==> config.mk <==
export PLATFORM = sky130hd
export DESIGN_NAME = tone_scheduler_flat
export DESIGN_NICKNAME = d
export VERILOG_FILES = /design/src/rtl/tone_scheduler_pkg.sv /design/src/rtl/tone_scheduler_if.sv /design/src/rtl/tone_scheduler_score_ram.sv /design/src/rtl/tone_scheduler.sv /design/src/flat_wrapper.sv
export SDC_FILE = /design/constraint.sdc
export NUM_CORES = 1
export LEC_CHECK = 0
export BUFFER_PORTS_ARGS = -buffer_cell sky130_fd_sc_hd__buf_2
export CAP_MARGIN = 20
export CORE_MARGIN = 5
export CORE_UTILIZATION = 25
export CTS_CLUSTER_DIAMETER = 200
export CTS_CLUSTER_SIZE = 30
export DETAILED_ROUTE_END_ITERATION = 16
export GPL_ROUTABILITY_DRIVEN = 1
export GPL_TIMING_DRIVEN = 0
export PLACE_DENSITY = 0.45
export SYNTH_ARGS = -nofsm -noshare
export SYNTH_HDL_FRONTEND = slang
export SYNTH_SLANG_ARGS = --single-unit
==> constraint.sdc <==
create_clock -name clk -period 3.9 [get_ports clk]
set_clock_uncertainty 0.05 [all_clocks]
set_input_delay 0 -clock clk [delete_from_list [all_inputs] [get_ports clk]]
set_output_delay 0 -clock clk [all_outputs]
set_load 0.005 [all_outputs]
==> src/rtl/tone_scheduler_pkg.sv <==
// rtl/tone_scheduler_pkg.sv - pitch codes, FSM states and pitch-to-divider map for the note sequencer
package tone_pkg;

    localparam logic [3:0] PITCH_A     = 4'd0;
    localparam logic [3:0] PITCH_DHIGH = 4'd1;
    localparam logic [3:0] PITCH_C     = 4'd2;
    localparam logic [3:0] PITCH_B     = 4'd3;
    localparam logic [3:0] PITCH_G     = 4'd4;
    localparam logic [3:0] PITCH_FIS   = 4'd5;
    localparam logic [3:0] PITCH_E     = 4'd6;
    localparam logic [3:0] PITCH_D     = 4'd7;
    localparam logic [3:0] PITCH_REST  = 4'd15;

    localparam logic [4:0] MAXVAL_SILENT = 5'd31;

    typedef enum logic [1:0] {
        ST_IDLE  = 2'd0,
        ST_FETCH = 2'd1,
        ST_PLAY  = 2'd2,
        ST_GAP   = 2'd3
    } tone_state_e;

    // Codes 8-15 all decode as rests, so only the top bit marks silence.
    function automatic logic pitch_is_rest(input logic [3:0] pitch);
        return pitch[3];
    endfunction

    function automatic logic [4:0] pitch_to_maxval(input logic [3:0] pitch);
        logic [4:0] mv;
        case (pitch)
            PITCH_A:     mv = 5'd18;
            PITCH_DHIGH: mv = 5'd13;
            PITCH_C:     mv = 5'd15;
            PITCH_B:     mv = 5'd16;
            PITCH_G:     mv = 5'd20;
            PITCH_FIS:   mv = 5'd21;
            PITCH_E:     mv = 5'd24;
            PITCH_D:     mv = 5'd27;
            default:     mv = MAXVAL_SILENT;
        endcase
        return mv;
    endfunction

endpackage

==> src/rtl/tone_scheduler_if.sv <==
// rtl/tone_scheduler_if.sv - score write port shared by the loader and the sequencer
interface tone_scheduler_if #(
    parameter int DEPTH = 32,
    parameter int DUR_W = 13
);
    logic                     wr_en;
    logic [$clog2(DEPTH)-1:0] wr_addr;
    logic [3:0]               wr_pitch;
    logic [DUR_W-1:0]         wr_dur;

    modport master (
        output wr_en,
        output wr_addr,
        output wr_pitch,
        output wr_dur
    );

    modport slave (
        input wr_en,
        input wr_addr,
        input wr_pitch,
        input wr_dur
    );
endinterface

==> src/rtl/tone_scheduler_score_ram.sv <==
// rtl/tone_scheduler_score_ram.sv - simple dual-port score RAM, synchronous read, old data on collision
module score_ram #(
    parameter int DEPTH = 32,
    parameter int WIDTH = 17
) (
    input  logic                     clk,
    input  logic                     wr_en_i,
    input  logic [$clog2(DEPTH)-1:0] wr_addr_i,
    input  logic [WIDTH-1:0]         wr_data_i,
    input  logic                     rd_en_i,
    input  logic [$clog2(DEPTH)-1:0] rd_addr_i,
    output logic [WIDTH-1:0]         rd_data_o
);

    logic [WIDTH-1:0] mem_q [DEPTH];
    logic [WIDTH-1:0] rd_data_q;

    // Both ports update on the same edge, so a colliding read sees the pre-write word.
    always_ff @(posedge clk) begin
        if (wr_en_i) begin
            mem_q[wr_addr_i] <= wr_data_i;
        end
        if (rd_en_i) begin
            rd_data_q <= mem_q[rd_addr_i];
        end
    end

    assign rd_data_o = rd_data_q;

endmodule

==> src/rtl/tone_scheduler.sv <==
// rtl/tone_scheduler.sv - score-driven note sequencer feeding the sine clkgen divider and DAC gate
module tone_scheduler
    import tone_pkg::*;
#(
    parameter int DEPTH = 32,
    parameter int DUR_W = 13,
    parameter int GAP   = 80
) (
    input  logic                     clk,
    input  logic                     reset,
    input  logic                     sample_tick,
    tone_scheduler_if.slave          wr,
    input  logic                     start,
    input  logic                     stop,
    input  logic                     loop,
    input  logic [$clog2(DEPTH):0]   len,
    output logic [4:0]               sine_maxval,
    output logic                     tone_en,
    output logic                     tone_restart,
    output logic                     busy,
    output logic                     done,
    output logic [$clog2(DEPTH)-1:0] note_idx
);

    localparam int AW = $clog2(DEPTH);
    localparam logic [AW:0]      LEN_MAX = (AW + 1)'(DEPTH);
    localparam logic [DUR_W-1:0] GAP_D   = DUR_W'(GAP);

    tone_state_e      state_q, state_d;
    logic [AW-1:0]    idx_q, idx_d;
    logic [AW:0]      len_q, len_d;
    logic             loop_q, loop_d;
    logic [DUR_W-1:0] dur_q, dur_d;
    logic [DUR_W-1:0] cnt_q, cnt_d;
    logic [4:0]       maxval_q, maxval_d;
    logic             tone_en_q, tone_en_d;
    logic             restart_q, restart_d;
    logic             done_q, done_d;
    logic             busy_q, busy_d;

    logic [3+DUR_W:0] rd_data;
    logic [3:0]       rd_pitch;
    logic [DUR_W-1:0] rd_dur;
    logic             has_gap;
    logic [DUR_W-1:0] gap_start;
    logic [DUR_W-1:0] cnt_inc;
    logic             last_entry;
    logic             note_end;

    // The read address follows idx_d so the word lands exactly as FETCH begins.
    score_ram #(
        .DEPTH (DEPTH),
        .WIDTH (4 + DUR_W)
    ) u_score_ram (
        .clk       (clk),
        .wr_en_i   (wr.wr_en),
        .wr_addr_i (wr.wr_addr),
        .wr_data_i ({wr.wr_pitch, wr.wr_dur}),
        .rd_en_i   (state_d == ST_FETCH),
        .rd_addr_i (idx_d),
        .rd_data_o (rd_data)
    );

    assign rd_pitch   = rd_data[3+DUR_W:DUR_W];
    assign rd_dur     = rd_data[DUR_W-1:0];
    assign has_gap    = (dur_q > GAP_D);
    assign gap_start  = dur_q - GAP_D;
    assign cnt_inc    = cnt_q + DUR_W'(1);
    assign last_entry = ({1'b0, idx_q} == (len_q - (AW + 1)'(1)));

    always_ff @(posedge clk) begin
        if (reset) begin
            state_q   <= ST_IDLE;
            idx_q     <= '0;
            len_q     <= '0;
            loop_q    <= 1'b0;
            dur_q     <= '0;
            cnt_q     <= '0;
            maxval_q  <= MAXVAL_SILENT;
            tone_en_q <= 1'b0;
            restart_q <= 1'b0;
            done_q    <= 1'b0;
            busy_q    <= 1'b0;
        end else begin
            state_q   <= state_d;
            idx_q     <= idx_d;
            len_q     <= len_d;
            loop_q    <= loop_d;
            dur_q     <= dur_d;
            cnt_q     <= cnt_d;
            maxval_q  <= maxval_d;
            tone_en_q <= tone_en_d;
            restart_q <= restart_d;
            done_q    <= done_d;
            busy_q    <= busy_d;
        end
    end

    always_comb begin
        state_d   = state_q;
        idx_d     = idx_q;
        len_d     = len_q;
        loop_d    = loop_q;
        dur_d     = dur_q;
        cnt_d     = cnt_q;
        maxval_d  = maxval_q;
        tone_en_d = tone_en_q;
        restart_d = 1'b0;
        done_d    = 1'b0;
        note_end  = 1'b0;

        case (state_q)
            ST_IDLE: begin
                if (start && (len != '0)) begin
                    len_d   = (len > LEN_MAX) ? LEN_MAX : len;
                    loop_d  = loop;
                    idx_d   = '0;
                    state_d = ST_FETCH;
                end
            end
            ST_FETCH: begin
                state_d   = ST_PLAY;
                dur_d     = (rd_dur == '0) ? DUR_W'(1) : rd_dur;
                maxval_d  = pitch_to_maxval(rd_pitch);
                tone_en_d = !pitch_is_rest(rd_pitch);
                restart_d = 1'b1;
                cnt_d     = '0;
            end
            ST_PLAY: begin
                if (sample_tick) begin
                    cnt_d = cnt_inc;
                    if (has_gap && (cnt_inc == gap_start)) begin
                        state_d   = ST_GAP;
                        tone_en_d = 1'b0;
                    end else if (!has_gap && (cnt_inc == dur_q)) begin
                        note_end = 1'b1;
                    end
                end
            end
            ST_GAP: begin
                if (sample_tick) begin
                    cnt_d = cnt_inc;
                    if (cnt_inc == dur_q) begin
                        note_end = 1'b1;
                    end
                end
            end
            default: state_d = ST_IDLE;
        endcase

        if (note_end) begin
            tone_en_d = 1'b0;
            if (!last_entry) begin
                idx_d   = idx_q + AW'(1);
                state_d = ST_FETCH;
            end else if (loop_q) begin
                idx_d   = '0;
                state_d = ST_FETCH;
            end else begin
                done_d  = 1'b1;
                state_d = ST_IDLE;
            end
        end

        // Abort overrides everything decided above, including a start or a final tick.
        if (stop) begin
            state_d   = ST_IDLE;
            tone_en_d = 1'b0;
            restart_d = 1'b0;
            done_d    = 1'b0;
        end

        busy_d = (state_d != ST_IDLE);
    end

    assign sine_maxval  = maxval_q;
    assign tone_en      = tone_en_q;
    assign tone_restart = restart_q;
    assign busy         = busy_q;
    assign done         = done_q;
    assign note_idx     = idx_q;

endmodule
==> src/flat_wrapper.sv <==
// flat-port wrapper written by rule: the top's interface ports become plain ports
module tone_scheduler_flat import tone_pkg::*;
#(
    parameter int DEPTH = 32,
    parameter int DUR_W = 13,
    parameter int GAP   = 80
)
  (clk, reset, sample_tick, start, stop, loop, len, sine_maxval, tone_en, tone_restart, busy, done, note_idx, wr_wr_en, wr_wr_addr, wr_wr_pitch, wr_wr_dur);
  tone_scheduler_if #(.DEPTH(DEPTH), .DUR_W(DUR_W)) wr_i ();
  input  logic clk;
  input  logic reset;
  input  logic sample_tick;
  input  logic start;
  input  logic stop;
  input  logic loop;
  input  logic [$clog2(DEPTH):0] len;
  output logic [4:0] sine_maxval;
  output logic tone_en;
  output logic tone_restart;
  output logic busy;
  output logic done;
  output logic [$clog2(DEPTH)-1:0] note_idx;
  input wire logic [$bits(wr_i.wr_en)-1:0] wr_wr_en;
  input wire logic [$bits(wr_i.wr_addr)-1:0] wr_wr_addr;
  input wire logic [$bits(wr_i.wr_pitch)-1:0] wr_wr_pitch;
  input wire logic [$bits(wr_i.wr_dur)-1:0] wr_wr_dur;
  assign wr_i.wr_en = wr_wr_en;
  assign wr_i.wr_addr = wr_wr_addr;
  assign wr_i.wr_pitch = wr_wr_pitch;
  assign wr_i.wr_dur = wr_wr_dur;
  tone_scheduler #(.DEPTH(DEPTH), .DUR_W(DUR_W), .GAP(GAP)) u_core (.clk(clk), .reset(reset), .sample_tick(sample_tick), .wr(wr_i), .start(start), .stop(stop), .loop(loop), .len(len), .sine_maxval(sine_maxval), .tone_en(tone_en), .tone_restart(tone_restart), .busy(busy), .done(done), .note_idx(note_idx));
endmodule
; Word-level counts from Yosys, hierarchy flattened
; Memories as Yosys holds them, arrays and structs flattened. A register that Yosys moved wholly into a read port is not among the register bits.
; Cells that the tools add are included.
[op_classes]
n_addsub = 4
n_mul = 0
div_mod_pow = 0
order_cmp = 2
eq_ne = 10
shifts = 0
mux = 31
bitwise = 2
reduce_logical = 18
[ops]
columns = operator, count
row1 = 2-to-1 mux 5 bit, 6
row2 = == test 13 bit, 2
row3 = 2-to-1 mux 13 bit, 2
row4 = case mux 13 bit (2 select lines), 1
row5 = adder 13 x 1 -> 13 bit (second input constant), 1
row6 = greater-than comparator 13 x 7 -> 1 bit (second input constant), 1
row7 = logical NOT 13 bit, 1
row8 = subtractor 13 x 7 -> 13 bit (second input constant), 1
row9 = 2-to-1 mux 1 bit, 12
row10 = 2-to-1 mux 2 bit, 6
row11 = == test 5 x 6 -> 1 bit, 1
row12 = greater-than comparator 6 bit (second input constant), 1
row13 = 2-to-1 mux 6 bit, 1
row14 = case mux 2 bit (3 select lines), 1
row15 = nonzero test 2 bit, 3
row16 = nonzero test 6 bit, 1
row17 = subtractor 6 x 1 -> 6 bit (second input constant), 1
row18 = adder 5 x 1 -> 5 bit (second input constant), 1
row19 = == test 2 x 1 -> 1 bit (second input constant), 2
row20 = == test 2 bit (second input constant), 2
row21 = inequality test 2 x 1 -> 1 bit (second input constant), 2
row22 = case mux 1 bit (2 select lines), 2
row23 = AND reduction 2 bit, 2
row24 = OR reduction 2 bit, 2
row25 = 8 further kinds, 12
[word_totals]
ff_bits = 49
latch_bits = 0
mem_bits_rw = 544
mem_bits_ro = 40
in_bits = 35
output_inout_bits = 14
word_cells = 80
memories = 2
[memory_table]
columns = memory, words, word_bits, rd, rd_clocked_by_memory_dff, write_ports, line_no
row1 = u_core.u_score_ram.mem_q, 32, 17, 1, 1, 1, tone_scheduler_score_ram.sv:15  ; logic [WIDTH-1:0] mem_q [DEPTH];
row2 = (no name shown), 8, 5, 1, 0, 0, tone_scheduler_pkg.sv:30  ; case (pitch)

; Longest topological paths before layout
; Gate-level depths: netlist of run 1.
[depth]
ltp_word = 10
mapped_depth = 18
depth_no_buf = 13

; Modules after synthesis
; Synthesis of run 1 repeated with hierarchy kept, for this count alone.
[hier_totals]
hier_cells = 1621
area_unflattened_um2 = 25106.6
[by_module_without_submodules]
columns = module, n_inst, cells_per_inst, area_each_um2, seq_area_each_um2
row1 = score_ram, 1, 1212, 21907.3, 16846.2
row2 = tone_scheduler, 1, 409, 3199.3, 980.9

; Worst setup path before layout of run 1
; No wires, ideal clock.
[synth_path]
kind = flip-flop to flip-flop
start = register u_core.cnt_q[0]
end = register u_core.u_score_ram.rd_data_q[0] (netlist: u_core.u_score_ram.rd_data_o[0]), read port of u_core.u_score_ram.mem_q (enable)
setup_time_ns = 0.390
arrival_ns = 3.334
required_time_ns = 3.460
slack_ns = 0.126
path_stages_with_launch = 12
path_buffers = 1
synth_period_minus_slack_ns = 3.774
path_cell_list = dfxtp_1 -> ha_1 -> and4_1 -> buf_4 -> nand4_1 -> xnor2_1 -> or4_1 -> a221oi_1 -> and2_1 -> nor3_1 -> a211o_1 -> nor2_1
[synth_via]
elab_chain_cells = 10
elab_cells_between_ends = 18
classes_between = add/sub (1) / eq/ne (3) / mux (12) / reduce/logical (2)
[synth_rtl]
columns = item, line_no
row1 = from (decl), tone_scheduler.sv:34  ; logic [DUR_W-1:0] cnt_q, cnt_d;
row2 = from (signal assigned), tone_scheduler.sv:90  ; cnt_q <= cnt_d;
row3 = adder 13 x 1 -> 13 bit *, tone_scheduler.sv:68  ; assign cnt_inc = cnt_q + DUR_W'(1);
row4 = == test 13 bit, "tone_scheduler.sv:135, tone_scheduler.sv:143"
row5 = logical AND 1 bit, tone_scheduler.sv:135  ; end else if (!has_gap && (cnt_inc == dur_q)) begin
row6 = 2-to-1 mux 1 bit, tone_scheduler.sv:135
row7 = 2-to-1 mux 1 bit, tone_scheduler.sv:132  ; if (has_gap && (cnt_inc == gap_start)) begin
row8 = 2-to-1 mux 1 bit, tone_scheduler.sv:130  ; if (sample_tick) begin
row9 = case mux 1 bit (2 select lines), tone_scheduler.sv:112  ; case (state_q)
row10 = 2-to-1 mux 2 bit, tone_scheduler.sv:151  ; if (note_end) begin
row11 = 2-to-1 mux 2 bit, tone_scheduler.sv:166  ; if (stop) begin
row12 = == test 2 x 1 -> 1 bit, tone_scheduler.sv:59  ; .rd_en_i (state_d == ST_FETCH),
row13 = to (decl), tone_scheduler_score_ram.sv:16  ; logic [WIDTH-1:0] rd_data_q;
; Every way passes the cells marked *; elsewhere a longest branch is shown, timed or not.
; A chain may end at the register's enable or synchronous reset.

; Worst setup path in the final report of run 1
[layout_path]
start = register u_core.cnt_q[0]
end = register u_core.u_score_ram.rd_data_q[2] (netlist: u_core.u_score_ram.rd_data_o[2]), read port of u_core.u_score_ram.mem_q (data pin)
; Same word-level chain as after synthesis.

==> results of run 1 <==
timing repair:
action,in CTS,in global routing
hold buffers,35,1
cloned,3,5
endpoints found under the hold margin,514,1
pin swaps,55,53
setup buffers,20,14
setup endpoints to repair,37,30
gates resized for setup,367,129
routing by layer:
metal  track usage [%]  part of all wire [%]  wire [um]
met2              23.7                    46      37900
met3              2.04                   5.4       4470
met5                 0                     0          0
met4              2.86                   2.0       1680
met1              21.8                    47      38900
flip-flops by register name (all words and copies together) (netlist names):
signal	flops
u_core.len_q	6
u_core.loop_q	1
u_core.sine_maxval	5
u_core.done	1
u_core.dur_q	13
u_core.u_score_ram.mem_q	544
u_core.tone_restart	1
u_core.state_q	2
u_core.u_score_ram.rd_data_o	17
u_core.tone_en	1
u_core.cnt_q	13
u_core.note_idx	5
u_core.busy	1
area by class of cell:
class	instances	area, sq um
Fill cell	9918	68600
Sequential cell	610	17800
Multi-Input combinational cell	1137	8610
Timing Repair Buffer	158	1710
Tap cell	1298	1620
Buffer	127	1050
Clock buffer	30	623
Clock inverter	3	55.1
Inverter	10	37.5
Antenna cell	3	7.51
layout by cell type (no fill, tap or decap), types with 17 or more instances in the layout:
cell type,Yosys,final
mux2i_1,48,33
buf_6,7,21
buf_8,0,24
xnor2_1,22,21
o21ai_0,21,18
nand2_1,272,271
a211oi_2,0,53
nor2_2,1,35
buf_16,0,17
a211oi_1,135,60
and3_1,89,78
nor2_1,84,47
a21oi_1,157,140
buf_2,50,70
dlygate4sd3_1,0,36
a211oi_4,0,22
clkbuf_1,62,27
buf_4,3,59
nand3_1,34,26
a31oi_1,37,23
dfxtp_1,49,46
clkbuf_16,0,30
edfxtp_1,561,561
metrics by stage:
stage / setup WS (ns) / cells / utilization (%) / hold WS [ns] / area (sq um)
2_1_floorplan: 0.126 / 1891 / - / 0.0293 / 25300
3_3_place_gp: -2.04 / 3236 / 27.1 / 0.165 / 27100
3_5_place_dp: -2.18 / 3268 / 27.8 / 0.173 / 27900
4_1_cts: -0.322 / 3353 / 30.7 / 0.0193 / 30800
5_1_grt: -0.481 / 3373 / 31.5 / 0.0968 / 31500
6_report: -0.408 / 3376 / 31.5 / 0.0262 / 31600
power by group through the flow:
stage / Clock [W] / Combinational [W] / Sequential, W
6_report: 0.00319 / 0.000427 / 0.00725
5_1_grt: 0.00349 / 0.000460 / 0.00726
4_1_cts: 0.00327 / 0.000421 / 0.00725
3_5_place_dp: 0 / 0.000371 / 0.00740
3_3_place_gp: 0 / 0.000340 / 0.00740
2_1_floorplan: 0 / 0.000146 / 0.00739
synthesized netlist by cell type (7+ instances only):
library cell / number / area share, %
edfxtp_1: 561 / 67
nand2_1: 272 / 4.0
a21oi_1: 157 / 3.1
a211oi_1: 135 / 4.0
and3_1: 89 / 2.2
nor2_1: 84 / 1.2
clkbuf_1: 62 / 0.92
buf_2: 50 / 0.99
dfxtp_1: 49 / 3.9
mux2i_1: 48 / 1.9
a31oi_1: 37 / 0.92
nand3_1: 34 / 0.67
a32oi_1: 24 / 0.83
xnor2_1: 22 / 0.76
o21ai_0: 21 / 0.42
o221ai_1: 17 / 0.59
a221oi_1: 15 / 0.52
nor4_1: 15 / 0.37
o31ai_1: 12 / 0.36
xor2_1: 12 / 0.42
buf_1: 11 / 0.16
nor3_1: 11 / 0.22
inv_1: 10 / 0.15
nor3b_1: 10 / 0.30
o22ai_1: 9 / 0.22
ha_1: 8 / 0.40
nand4_1: 8 / 0.20
buf_6: 7 / 0.31
or3_1: 7 / 0.17
final timing paths:
path	from	endpoint	slack, ns
max	u_core.cnt_q[0]	u_core.u_score_ram.rd_data_o[2]	-0.41
max reg2reg	u_core.cnt_q[0]	u_core.u_score_ram.rd_data_o[2]	-0.41
min	len[1]	u_core.len_q[0]	0.03
min reg2reg	u_core.dur_q[12]	u_core.dur_q[12]	0.46
critical path, delay by kind of cell (launching register included):
family,cells,cell delay (ns)
XOR/XNOR,1,0.15
buffers and inverters,4,0.57
adder cells (fa/ha/maj),1,0.18
multiplexers,1,0.13
AND/OR/NAND/NOR,6,1.47
AO/OA/AOI/OAI,3,1.08
flip-flops,1,0.39
cell families after synthesis:
| family | count (synthesis) |
|---|---|
| adder cells (fa/ha/maj) | 8 |
| flip-flops | 610 |
| XOR/XNOR | 34 |
| AO/OA/AOI/OAI | 462 |
| multiplexers | 49 |
| AND/OR/NAND/NOR | 584 |
| buffers and inverters | 144 |
==> summary.md, run 1 <==
| Metric | Value |
|---|---|
| Simple-Gate Fraction of Synth Area | between 10% and 20% |
| Final nets | about 2.1k |
| CP max-delay cell | or4b_4 |
| Syn-to-layout area delta | 24.9% |
| Status | finished, violations left |
| Clock-pin slew on the worst setup and hold paths | between 0.1 and 0.15 ns |
| Synth async-reset ratio | 0% |
| Compound-cell area share of the yosys netlist | between 10% and 20% |
| Pleak | between 10 and 15 nW |
| Synth Instances | about 1.9k |
| Die extent in x | between 300 and 400 um |
| Slew @ Worst Pin | 0.912 ns |
| DP HPWL | around 57000 um |
| GRT Residual Overflow | 0 |
| Power per cell area | about 340 nW/um^2 |
| Fin worst setup slack | -0.408 ns |
| Post-Route Setup TNS | -5.68 ns |
| Clock network power share | between 20 and 30% |
| Full die area | about 110000 sq um |
| H-tree depth | 1 |
| F_max | about 0.23 GHz |
| Tot GR Track Use | between 10% and 20% |
| Crit-path most repeated cell | nor2_1 |
| Synth Area in Adders | less than 1% |
| Min-delay worst type | input port to flip-flop |
| NetSw | 0.00235 W |
| Drt pass-1 iters | 5 |
| # IOs | 49 |
| Synth Warn # | 0 |
| R2R cell count | 16 |
| Sw Ratio | between 20% and 30% |
| Drt drc | 0 |
| Tmin final | 4.31 ns |
| Count of pins over their slew limit | 0 |
| Net Count, Synth | slightly below 2k |
| GP Congestion | roughly 0.83 |
| Worst setup SP type | flip-flop |
| Unrepaired setup endpoints after global routing | yes |
| Normalized max-slew margin | between 30 and 40% |
| Setup crit end kind | flip-flop |
| Row Count | 116 |
| Worst skew pair latency | roughly 0.64 ns |
| Vias in the first global route | 16.5k |
| Synthesized area per cell | approximately 13 sq um |
| Num CTS Buffers | 24 |
| VDD IR max | 0.272 mV |
| Clk sink count | 610 |
| Post-Synth XOR/XNOR Area | under 10% |
| Layout cell share with drive strength beyond 1 | 25.5% |
| Multiplexer share of the synthesized area | under 10% |
| Initial antenna violation count | 1 |
| Routed WL per cell | approximately 25 um |
| Routed vias | roughly 17k |
| Seq/Total Area, Yosys | between 70% and 80% |
| Cell Area, Synth | 25300 sq um |
| Post-synth EDFFs | between 500 and 600 |
| WHS Path Cells | 6 |
| Worst EP required | ~4.2 ns |
| Maximum Capacitance Violations | 0 |
| Seq cells post-synth | between 600 and 700 |
| Post-route clock period utilization | 110% |
| Main flop type after synthesis | edfxtp_1 |
| Hold Vio Cnt, Final | 0 |
| Main combinational cell family by area after synthesis | compound AO/OA/AOI/OAI gates |
| Internal power | 0.00852 W |
| Core Box Area | roughly 100000 sq um |
| Routed Antenna Nets | 0 |
| Drt total wl | around 83000 um |
| Die Span Y | roughly 330 um |
| Largest net degree at the start of global routing | 33 |
| Longest Clk Path Bufs | 3 |
| Root buf cell | clkbuf_16 |
| First-pass GRT wire length | ~120000 um |
| WS Path Type | flip-flop to flip-flop |
| Setup violators final | 17 |
| Vias per cell | ~5 |
| 1st-iter DRT viols | around 1.6k |
| Comb power frac | 3.9% |
| Count of input and output buffers | 47 |
| Synth unique cells | 72 |
| CP cell instances | ha_4 -> and4_1 -> buf_6 -> buf_4 -> xnor2_1 -> o32ai_4 -> nor2_1 -> nor2_1 -> or4b_4 -> and2_4 -> buf_12 -> buf_8 -> mux2i_1 -> a211oi_1 -> nor4_2 -> a211oi_2 |
| Failing checks | negative setup slack |
| CTS tree | done |
| Worst Path Arrival | between 4 and 5 ns |
| Sequential power share | between 60 and 70% |
| Power, Total | 0.0109 W |
| Largest stage delay, worst path | 0.61 ns |
| Crit path max fanout | 10 |
| Starting density of the core | 25.2% |
(Power assumes the default switching activity.)
==> inputs of run 2 (changes only) <==
- CORE_UTILIZATION: 25 -> 45
- PLACE_DENSITY: 0.45 -> 0.68
==> summary.md, run 2 (synthesis results as in run 1) <==
| Metric | Value |
|---|---|
| Maximum Capacitance Violations | 0 |
| Worst skew pair latency | between 0.6 and 0.7 ns |
| Clock-pin slew on the worst setup and hold paths | around 0.12 ns |
| Starting density of the core | between 40% and 50% |
| Layout cell share with drive strength beyond 1 | between 20% and 30% |
| Initial antenna violation count | 5 |
| Failing checks | negative setup slack |
| Clk sink count | 610 |
| VDD IR max | 0.352 mV |
| Die extent in x | around 250 um |
| Routed vias | 17.6k |
| Filler instances | between 4k and 5k |
| Routed Antenna Nets | 0 |
| Routed WL per cell | ~27 um |
| Post-place setup slack | -1.77 ns |
| Die Span Y | approximately 250 um |
| WS Path Type | flip-flop to flip-flop |
| Count of pins over their slew limit | 0 |
| Power, Total | between 0.01 and 0.015 W |
| Worst EP required | between 4 and 5 ns |
| CTS tree | done |
| GRT Residual Overflow | 0 |
| F_max | ~0.24 GHz |
| Reg with most FFs | u_core.u_score_ram.mem_q |
| Normalized max-slew margin | between 20% and 30% |
| Longest Clk Path Bufs | 3 |
| Crit path max fanout | 9 |
| GP Congestion | ~0.95 |
| Num CTS Buffers | 24 |
| Vias in the first global route | 17.2k |
| Drt pass-1 iters | 6 |
| Commonest cells after routing, fill and taps aside | edfxtp_1, nand2_1, a21oi_1 |
| DP HPWL | ~50000 um |
| Post-route clock period utilization | 109% |
| Core Box Area | between 50000 and 60000 sq um |
| Min-delay worst type | input port to flip-flop |
| 1st-iter DRT viols | roughly 2.3k |
| Setup crit end kind | flip-flop |
| Largest register FFs | ~540 |
| Syn-to-layout area delta | 23.1% |
| Status | finished, violations left |
| Commonest non-fill, non-tap cell in the layout | edfxtp_1 |
| Power per cell area | 347 nW/um^2 |
| Largest net degree at the start of global routing | 33 |
| Hold Vio Cnt, Final | 0 |
| Post-Route Setup TNS | -4.81 ns |
| Tot GR Track Use | between 20% and 30% |
| Setup violators final | 17 |
| Count of input and output buffers | 47 |
| Slew @ Worst Pin | approximately 1.1 ns |
| Drt drc | 0 |
| Worst setup SP type | flip-flop |
| Drt total wl | approximately 77000 um |
| Tmin final | 4.25 ns |
| Root buf cell | clkbuf_16 |
| Full die area | slightly above 60000 sq um |
| Worst Path Arrival | 4.52 ns |
| Unrepaired setup endpoints after global routing | yes |
| Vias per cell | ~6.2 |
| Fin worst setup slack | -0.347 ns |
| H-tree depth | 1 |
| Row Count | between 80 and 90 |
| Final nets | 2113 |
| # IOs | 49 |
| Pleak | between 10 and 15 nW |
| First-pass GRT wire length | about 110000 um |
-- run 2: cell type report --
| class | instances | area [sq um] | share of cell area, % |
|---|---|---|---|
| inverters | 10 | 37.5 | 0.121 |
| flip-flops and latches | 610 | 17800 | 57.4 |
| well taps | 748 | 936 | 3.01 |
| repair buffers | 162 | 1780 | 5.74 |
| clock buffers | 32 | 631 | 2.03 |
| clock inverters | 2 | 36.3 | 0.117 |
| diodes | 4 | 10.0 | 0.0322 |
| multi-input cells | 1137 | 8760 | 28.2 |
| plain buffers | 125 | 1050 | 3.37 |
-- run 2: repair_timing --
action                     4_1_cts  5_1_grt
hold buffers                    36        0
pin swaps                       82       75
setup buffers                   26       11
setup endpoints to repair       33       30
cloned                           6        4
gates resized for setup        388      149
hold endpoints to repair       598        0
-- run 2: through the flow --
stage | utilization, % | cells | hold slack [ns] | cell area (sq um)
floorplan | - | 1891 | 0.0293 | 25300
global placement | 47.8 | 2686 | 0.165 | 26400
detailed placement | 49.0 | 2718 | 0.179 | 27100
CTS | 54.5 | 2813 | 0.0709 | 30200
global route | 56.2 | 2827 | 0.0959 | 31100
finish | 56.2 | 2830 | 0.103 | 31100
-- run 2: worst paths after layout --
check                   from                          endpoint  slack (ns)  cells after the start
max          u_core.cnt_q[0]  u_core.u_score_ram.rd_data_o[12]       -0.35                     14
min                     stop               u_core.tone_restart        0.10                      3
max reg2reg  u_core.cnt_q[0]  u_core.u_score_ram.rd_data_o[12]       -0.35                     14
min reg2reg    u_core.loop_q                     u_core.loop_q        0.45                      2
-- run 2: critical path: stages, from the launching register on --
cell	delay (ns)
dfxtp_4	0.38
ha_4	0.17
buf_6	0.12
xnor2_4	0.12
xnor2_2	0.15
nor4_4	0.34
nand4_1	0.22
or2_4	0.32
or4b_4	0.62
and2_4	0.31
buf_16	0.19
mux2i_2	0.21
a211oi_2	0.13
nor4_4	0.46
a211oi_4	0.16
-- run 2: routing by layer --
layer  GRT usage, %  up-vias  part of all wire (%)
met5              0        -                 0.098
met4           7.58        4                   4.2
met3           4.76      166                    11
met2           38.8      995                    47
met1           33.0     8865                    38
li1               -     7607                     -
-- run 2: power by group --
group          switching (W)  leakage [nW]  total (W)  internal, W
clock network        0.00195         0.322    0.00312      0.00117
registers          0.0000383          5.46    0.00725      0.00721
logic               0.000282          4.37   0.000417     0.000134
